**src/rtl/psu_rail_sequencer_if.sv**
```systemverilog
// Control/status bundle between the rail sequencer and its supervisor and PID stages.
interface psu_rail_sequencer_if;
  logic       start;
  logic       stop;
  logic       clr_fault;
  logic [4:0] pg;
  logic [4:0] act_ctl;
  logic [2:0] state;
  logic       all_good;
  logic       fault;
  logic [2:0] fault_rail;

  modport master (
    output start, stop, clr_fault, pg,
    input  act_ctl, state, all_good, fault, fault_rail
  );

  modport slave (
    input  start, stop, clr_fault, pg,
    output act_ctl, state, all_good, fault, fault_rail
  );
endinterface

```
**src/rtl/psu_rail_sequencer.sv**
```systemverilog
// Five-rail power sequencer: ordered bring-up with power-good wait and dwell, reverse shutdown,
// instant drop on fault. Define SEQ_AUTO_RETRY_EN to enable timed automatic restart from FAULT.
module psu_rail_sequencer #(
  parameter int unsigned STEP_DELAY  = 50000,
  parameter int unsigned PG_TIMEOUT  = 1000000,
  parameter int unsigned RETRY_DELAY = 5000000,
  parameter int unsigned MAX_RETRIES = 3
) (
  input logic                  clk,
  input logic                  rst,
  psu_rail_sequencer_if.slave  bus
);

  typedef enum logic [2:0] {
    StIdle  = 3'd0,
    StUp    = 3'd1,
    StDwell = 3'd2,
    StOn    = 3'd3,
    StDown  = 3'd4,
    StFault = 3'd5
  } state_e;

  if ((STEP_DELAY < 1) || (PG_TIMEOUT < 2) || (RETRY_DELAY < 1) || (MAX_RETRIES > 3))
  begin : g_param_check
    $error("psu_rail_sequencer: parameter out of range");
  end

  state_e      state_q, state_d;
  logic [2:0]  idx_q, idx_d;
  logic [23:0] timer_q;
  logic        timer_clr;
  logic [4:0]  act_q, act_d;
  logic [2:0]  rail_q, rail_d;
  logic        good_q, fault_q;

  logic [4:0]  watch;
  logic [4:0]  lost;
  logic        lost_any;
  logic [2:0]  lost_idx;
  logic        pg_cur;
  logic        at_step, at_timeout;

  assign at_step    = (32'(timer_q) == STEP_DELAY - 1);
  assign at_timeout = (32'(timer_q) == PG_TIMEOUT - 1);
  assign pg_cur     = bus.pg[idx_q];

`ifdef SEQ_AUTO_RETRY_EN
  logic [1:0] retries_q, retries_d;
  logic       at_retry;
  assign at_retry = (32'(timer_q) == RETRY_DELAY - 1);
`endif

  // Rails below the current one must stay good; in ON every rail is watched.
  always_comb begin
    watch    = (state_q == StOn) ? 5'h1f : (act_q & ~(5'd1 << idx_q));
    lost     = watch & ~bus.pg;
    lost_any = |lost;
    lost_idx = '0;
    for (int j = 4; j >= 0; j--) begin
      if (lost[j]) lost_idx = 3'(j);
    end
  end

  always_comb begin
    state_d   = state_q;
    idx_d     = idx_q;
    act_d     = act_q;
    rail_d    = rail_q;
    timer_clr = 1'b0;
`ifdef SEQ_AUTO_RETRY_EN
    retries_d = retries_q;
`endif
    unique case (state_q)
      StIdle: begin
        act_d = '0;
        if (bus.start && !bus.stop) begin
          state_d = StUp;
          idx_d   = '0;
          act_d   = 5'd1;
        end
      end
      StUp, StDwell, StOn: begin
        if (lost_any) begin
          state_d = StFault;
          act_d   = '0;
          rail_d  = lost_idx;
        end else if (bus.stop) begin
          state_d = StDown;
          act_d   = act_q & ~(5'd1 << idx_q);
        end else if (state_q == StUp) begin
          if (pg_cur) begin
            state_d = (idx_q == 3'd4) ? StOn : StDwell;
          end else if (at_timeout) begin
            state_d = StFault;
            act_d   = '0;
            rail_d  = idx_q;
          end
        end else if (state_q == StDwell && at_step) begin
          state_d = StUp;
          idx_d   = idx_q + 3'd1;
          act_d   = act_q | (5'd1 << (idx_q + 3'd1));
        end
      end
      StDown: begin
        if (at_step) begin
          timer_clr = 1'b1;
          if (idx_q != 3'd0) begin
            idx_d = idx_q - 3'd1;
            act_d = act_q & ~(5'd1 << (idx_q - 3'd1));
          end else begin
            state_d = StIdle;
            act_d   = '0;
          end
        end
      end
      StFault: begin
        act_d = '0;
        if (bus.clr_fault) begin
          state_d = StIdle;
`ifdef SEQ_AUTO_RETRY_EN
          retries_d = '0;
        end else if (at_retry && (32'(retries_q) < MAX_RETRIES)) begin
          retries_d = retries_q + 2'd1;
          state_d   = StUp;
          idx_d     = '0;
          act_d     = 5'd1;
`endif
        end
      end
      default: begin
        state_d = StIdle;
        idx_d   = '0;
        act_d   = '0;
      end
    endcase
`ifdef SEQ_AUTO_RETRY_EN
    if (state_d == StOn) retries_d = '0;
`endif
  end

  always_ff @(posedge clk) begin
    if (rst) begin
      state_q <= StIdle;
      idx_q   <= '0;
      timer_q <= '0;
      act_q   <= '0;
      rail_q  <= '0;
      good_q  <= 1'b0;
      fault_q <= 1'b0;
    end else begin
      state_q <= state_d;
      idx_q   <= idx_d;
      act_q   <= act_d;
      rail_q  <= rail_d;
      good_q  <= (state_d == StOn);
      fault_q <= (state_d == StFault);
      if (timer_clr || (state_d != state_q)) begin
        timer_q <= '0;
      end else if (timer_q != '1) begin
        timer_q <= timer_q + 24'd1;
      end
    end
  end

`ifdef SEQ_AUTO_RETRY_EN
  always_ff @(posedge clk) begin
    if (rst) retries_q <= '0;
    else     retries_q <= retries_d;
  end
`endif

  assign bus.act_ctl    = act_q;
  assign bus.state      = state_q;
  assign bus.all_good   = good_q;
  assign bus.fault      = fault_q;
  assign bus.fault_rail = rail_q;

endmodule

```
**src/flat_wrapper.sv**
```systemverilog
// flat-port wrapper written by rule: the top's interface ports become plain ports
module psu_rail_sequencer_flat 
#(
  parameter int unsigned STEP_DELAY  = 50000,
  parameter int unsigned PG_TIMEOUT  = 1000000,
  parameter int unsigned RETRY_DELAY = 5000000,
  parameter int unsigned MAX_RETRIES = 3
)
  (clk, rst, bus_start, bus_stop, bus_clr_fault, bus_pg, bus_act_ctl, bus_state, bus_all_good, bus_fault, bus_fault_rail);
  psu_rail_sequencer_if bus_i ();
  input logic clk;
  input logic rst;
  input wire logic [$bits(bus_i.start)-1:0] bus_start;
  input wire logic [$bits(bus_i.stop)-1:0] bus_stop;
  input wire logic [$bits(bus_i.clr_fault)-1:0] bus_clr_fault;
  input wire logic [$bits(bus_i.pg)-1:0] bus_pg;
  output wire logic [$bits(bus_i.act_ctl)-1:0] bus_act_ctl;
  output wire logic [$bits(bus_i.state)-1:0] bus_state;
  output wire logic [$bits(bus_i.all_good)-1:0] bus_all_good;
  output wire logic [$bits(bus_i.fault)-1:0] bus_fault;
  output wire logic [$bits(bus_i.fault_rail)-1:0] bus_fault_rail;
  assign bus_i.start = bus_start;
  assign bus_i.stop = bus_stop;
  assign bus_i.clr_fault = bus_clr_fault;
  assign bus_i.pg = bus_pg;
  assign bus_act_ctl = bus_i.act_ctl;
  assign bus_state = bus_i.state;
  assign bus_all_good = bus_i.all_good;
  assign bus_fault = bus_i.fault;
  assign bus_fault_rail = bus_i.fault_rail;
  psu_rail_sequencer #(.STEP_DELAY(STEP_DELAY), .PG_TIMEOUT(PG_TIMEOUT), .RETRY_DELAY(RETRY_DELAY), .MAX_RETRIES(MAX_RETRIES)) u_core (.clk(clk), .rst(rst), .bus(bus_i));
endmodule
```
**config.mk**
```make
export PLATFORM = sky130hd
export DESIGN_NAME = psu_rail_sequencer_flat
export DESIGN_NICKNAME = d
export VERILOG_FILES = /design/src/rtl/psu_rail_sequencer_if.sv /design/src/rtl/psu_rail_sequencer.sv /design/src/flat_wrapper.sv
export SDC_FILE = /design/constraint.sdc
export NUM_CORES = 1
export LEC_CHECK = 0
export CORE_MARGIN = 2
export CORE_UTILIZATION = 58
export CTS_CLUSTER_SIZE = 12
export DETAILED_ROUTE_END_ITERATION = 8
export PLACE_DENSITY = 0.82
export REMOVE_ABC_BUFFERS = 1
export SLEW_MARGIN = 10
export SYNTH_ARGS = -nofsm -noshare
export SYNTH_HDL_FRONTEND = slang
export SYNTH_SLANG_ARGS = --single-unit
```
**constraint.sdc**
```tcl
create_clock -name clk -period 3.46 [get_ports clk]
set_clock_uncertainty 0.05 [all_clocks]
set_input_delay 0.692 -clock clk [delete_from_list [all_inputs] [get_ports clk]]
set_output_delay 0.692 -clock clk [all_outputs]
set_load 0.05 [all_outputs]
```
==> metrics.md <==
| Metric | Value |
|---|---|
| R2R Path End | `u_core.idx_q[0]` |
| Pwr dens | `342.7 nW/um2` |
| FF-to-FF Start | `u_core.timer_q[10]` |
| Largest net degree at the start of global routing | `25` |
| Met2 Routed Length | `a little over 3000 um` |
| Synth Cell Area | `2586 um2` |
| Top-area cell type share of the netlist area | `0.3096` |
| Worst R2R Setup Slack | `0.55 ns` |
| Maximum vdd drop | `0.0002615 V` |
| CTS tree | `yes` |
| Total Routing Usage GR | `0.2698` |
| Mapped Cells | `~320` |
| #FFs+latches synth | `40` |
| Crit share post-route | `0.8629` |
| Nets@finish | `365` |
| # setup viols final | `0` |
| Clock Power Share | `0.393` |
| Critical path class | `input port to flop` |
| Initial antenna violation count | `0` |
| Minimum clock period | `2.985 ns` |
| Slowest CP cell | `clkdlybuf4s50_1` |
| Final Slew Violations | `0` |
| Clock Pin Slew Worst Setup and Hold Paths | `0.08 ns` |
| Top-count cell post-synth | `dfxtp_1` |
| Highest metal used | `met4` |
| Top FF cell, synth | `dfxtp_1` |
| Core area | `4324 um2` |
| CTS resizes | `0` |
| Worst r2r path cells | `7` |
| FF/Latch Area | `800.8 um2` |
| Vias in the first global route | `around 2300` |
| F_max | `between 300 and 400 MHz` |
| Relative slew slack | `0.5930` |
| Origin of the worst min-delay path | `u_core.bus.fault_rail[0]` |
| Min setup slack post-route | `0.4745 ns` |
| Leakage | `1.045 nW` |
| DRC errors left | `0` |
| Psw | `275.3 uW` |
| Hold Crit Class | `flop to flop` |
| Commonest cells in the synthesized netlist | `dfxtp_1 (40), nor3_1 (32), nor2_1 (26)` |
| DRT met1 WL | `between 3000 and 4000 um` |
| Final Hold Vio Count | `0` |
| WHS Endpoint | `u_core.bus.fault_rail[0]` |
| Filler cells | `358` |
| CP Cell Sequence | `clkdlybuf4s50_1 > nor4bb_1 > a21oi_1 > a31oi_1 > nand4b_1 > a211oi_1 > o21ai_1 > buf_4 > nor3_1` |
| Critical Path Start Type | `input port` |
| EDFF count, synth | `0` |
| DR vias | `2529` |
| Fraction of layout cells with a size suffix above 1 | `0.09195` |
| Status | `finished clean` |
| Synthesized area per cell | `between 8 and 9 um2` |
| Total power | `between 1 and 1.5 mW` |
| Worst EP required | `3.63 ns` |
| Max_cap viols | `0` |
| RSZ-0062 raised after global routing | `no` |
| Initial DRC count | `188` |
| Area leader, netlist | `dfxtp_1` |
| Register area share after synthesis | `0.3096` |
| Die W | `between 70 and 80 um` |
| Worst-margin pin slew | `0.6096 ns` |
| Layout Area Growth over Synthesis | `17.27%` |
| Seq pwr share | `0.460` |
| Yosys warns | `0` |
| Die area | `around 5000 um2` |
| CP top delay family | `compound AO/OA/AOI/OAI gates` |
| Largest stage delay on the critical path | `0.48 ns` |
| Sw Share | `0.2649` |
| Clk buf depth | `2` |
| Internal Pwr Total | `764.1 uW` |
| Die height | `roughly 71 um` |
| Top cells by area, synth | `dfxtp_1 (31%), nor3_1 (6.2%), xnor2_1 (4.4%), a21oi_1 (4.1%), ha_1 (3.9%)` |
| HPWL Detailed | `4775 um` |
| Setup WS pre-CTS | `0.1980 ns` |
| Starting density of the core | `0.5981` |
| N_diodes | `0` |
| Met3 wire length | `507 um` |
| Final antenna-violating net count | `0` |
| Critical Path Fanout Max | `24` |
| Origin of the worst setup path | `bus_pg[4]` |
| Root buffer cell | `clkbuf_8` |
| Hold_ws | `0.4180 ns` |
| DRT Wirelength | `roughly 6700 um` |
| Wire per inst | `~17 um` |
| Async set or reset register ratio after synthesis | `0` |
| Area of the multi-input gates | `around 1700 um2` |
| Hold Buf Count CTS | `0` |
| Rows | `24` |
| GPL Wtd Cong | `roughly 0.93` |
| Grt total ovfl | `0` |
| Clock sinks | `40` |
| Worst-skew pair later-pin latency | `0.30 ns` |
| Comb pwr share | `0.147` |
| IO Count | `23` |
| Worst path arrival time | `3.16 ns` |
| H-tree Lvls | `2` |
| Min-Delay Path Depth | `2` |
| Yosys cell types | `a little over 60` |
| Inserted Clock Buffers | `5` |
| CP Capture Type | `flop` |
| Setup repair bufs after CTS | `0` |
| Post-Route Setup TNS | `0 ns` |
| Port Buffer Count | `22` |
| Via density | `between 6 and 7` |
| First-pass GRT wire length | `10910 um` |
| First-pass DRT Iterations | `5` |
| Worst Path Buf+Inv | `2` |
per-layer routing:
metal,track usage,vias to the layer above
li1,-,1233
met1,0.3796,1190
met4,0.07966,0
met2,0.4226,98
met3,0.05271,8
met5,0,-
cell usage in the layout (no fill, tap or decap), types with 3 or more instances in the layout:
cell type        count
dfxtp_1             40
nor3_1              32
nor2_1              26
clkdlybuf4s50_1     22
a21oi_1             21
nand2_1             20
xnor2_1             13
inv_1               12
nand3_1             12
o21ai_0             12
buf_4               10
nand4_1              8
xor2_1               8
ha_1                 8
nand2b_1             7
a211oi_1             6
clkbuf_8             6
and3_1               5
nor3b_1              5
and2_1               4
a21o_1               4
nor2b_1              4
or3_1                4
mux2i_1              4
nor4_1               3
o32ai_1              3
kinds of logic after synthesis:
group           count (synthesis)  share of synthesized area
simple gates                  152                     0.3391
compound gates                 68                     0.1722
flops                          40                     0.3096
buf+inv                        26                    0.03870
xor+xnor                       22                    0.07741
fa+ha+maj                       8                    0.03870
mux                             5                    0.02419
layout make-up:
| class | instances | area share |
|---|---|---|
| multi-input combinational | 255 | 0.5557 |
| timing repair buffer | 33 | 0.1040 |
| inverter | 12 | 0.01485 |
| tap | 52 | 0.02145 |
| sequential | 40 | 0.2640 |
| clock buffer | 6 | 0.02723 |
| clock inverter | 2 | 0.01279 |
worst min-delay path: stages, from the launching register on:
cell and delay [ns]:
dfxtp_1 0.31, nand2_1 0.05, a21oi_1 0.06
flip-flops by register name, indices dropped and copies added (netlist names):
name and flops:
u_core.bus.act_ctl 5, u_core.bus.fault_rail 3, u_core.bus.all_good 1, u_core.idx_q 3, u_core.timer_q 24, u_core.bus.state 3, u_core.bus.fault 1
worst max-delay path by stage:
stage                         end  slack, ns  cells after the start
6_report       u_core.timer_q[11]       0.47                      9
5_1_grt         u_core.timer_q[3]       0.23                      9
4_1_cts        u_core.timer_q[11]       0.49                      9
3_5_place_dp    u_core.timer_q[5]       0.20                      9
3_3_place_gp   u_core.timer_q[22]       0.22                      9
2_1_floorplan   u_core.timer_q[0]      -0.09                      7
through the flow:
| stage | instance area (um2) | utilization | cells |
|---|---|---|---|
| floorplan | 2531 | - | 307 |
| global placement | 2912 | 0.6733 | 392 |
| detailed placement | 2912 | 0.6733 | 392 |
| CTS | 3033 | 0.7014 | 400 |
| global route | 3033 | 0.7014 | 400 |
| finish | 3033 | 0.7014 | 400 |
power by group through the flow:
stage / logic, mW / clock network [mW] / registers (mW)
CTS: 0.150 / 0.413 / 0.478
global route: 0.165 / 0.424 / 0.479
detailed placement: 0.149 / 0 / 0.488
finish: 0.152 / 0.409 / 0.478
global placement: 0.145 / 0 / 0.488
floorplan: 0.0789 / 0 / 0.495
No activity file was read; power rests on OpenSTA's default activity.
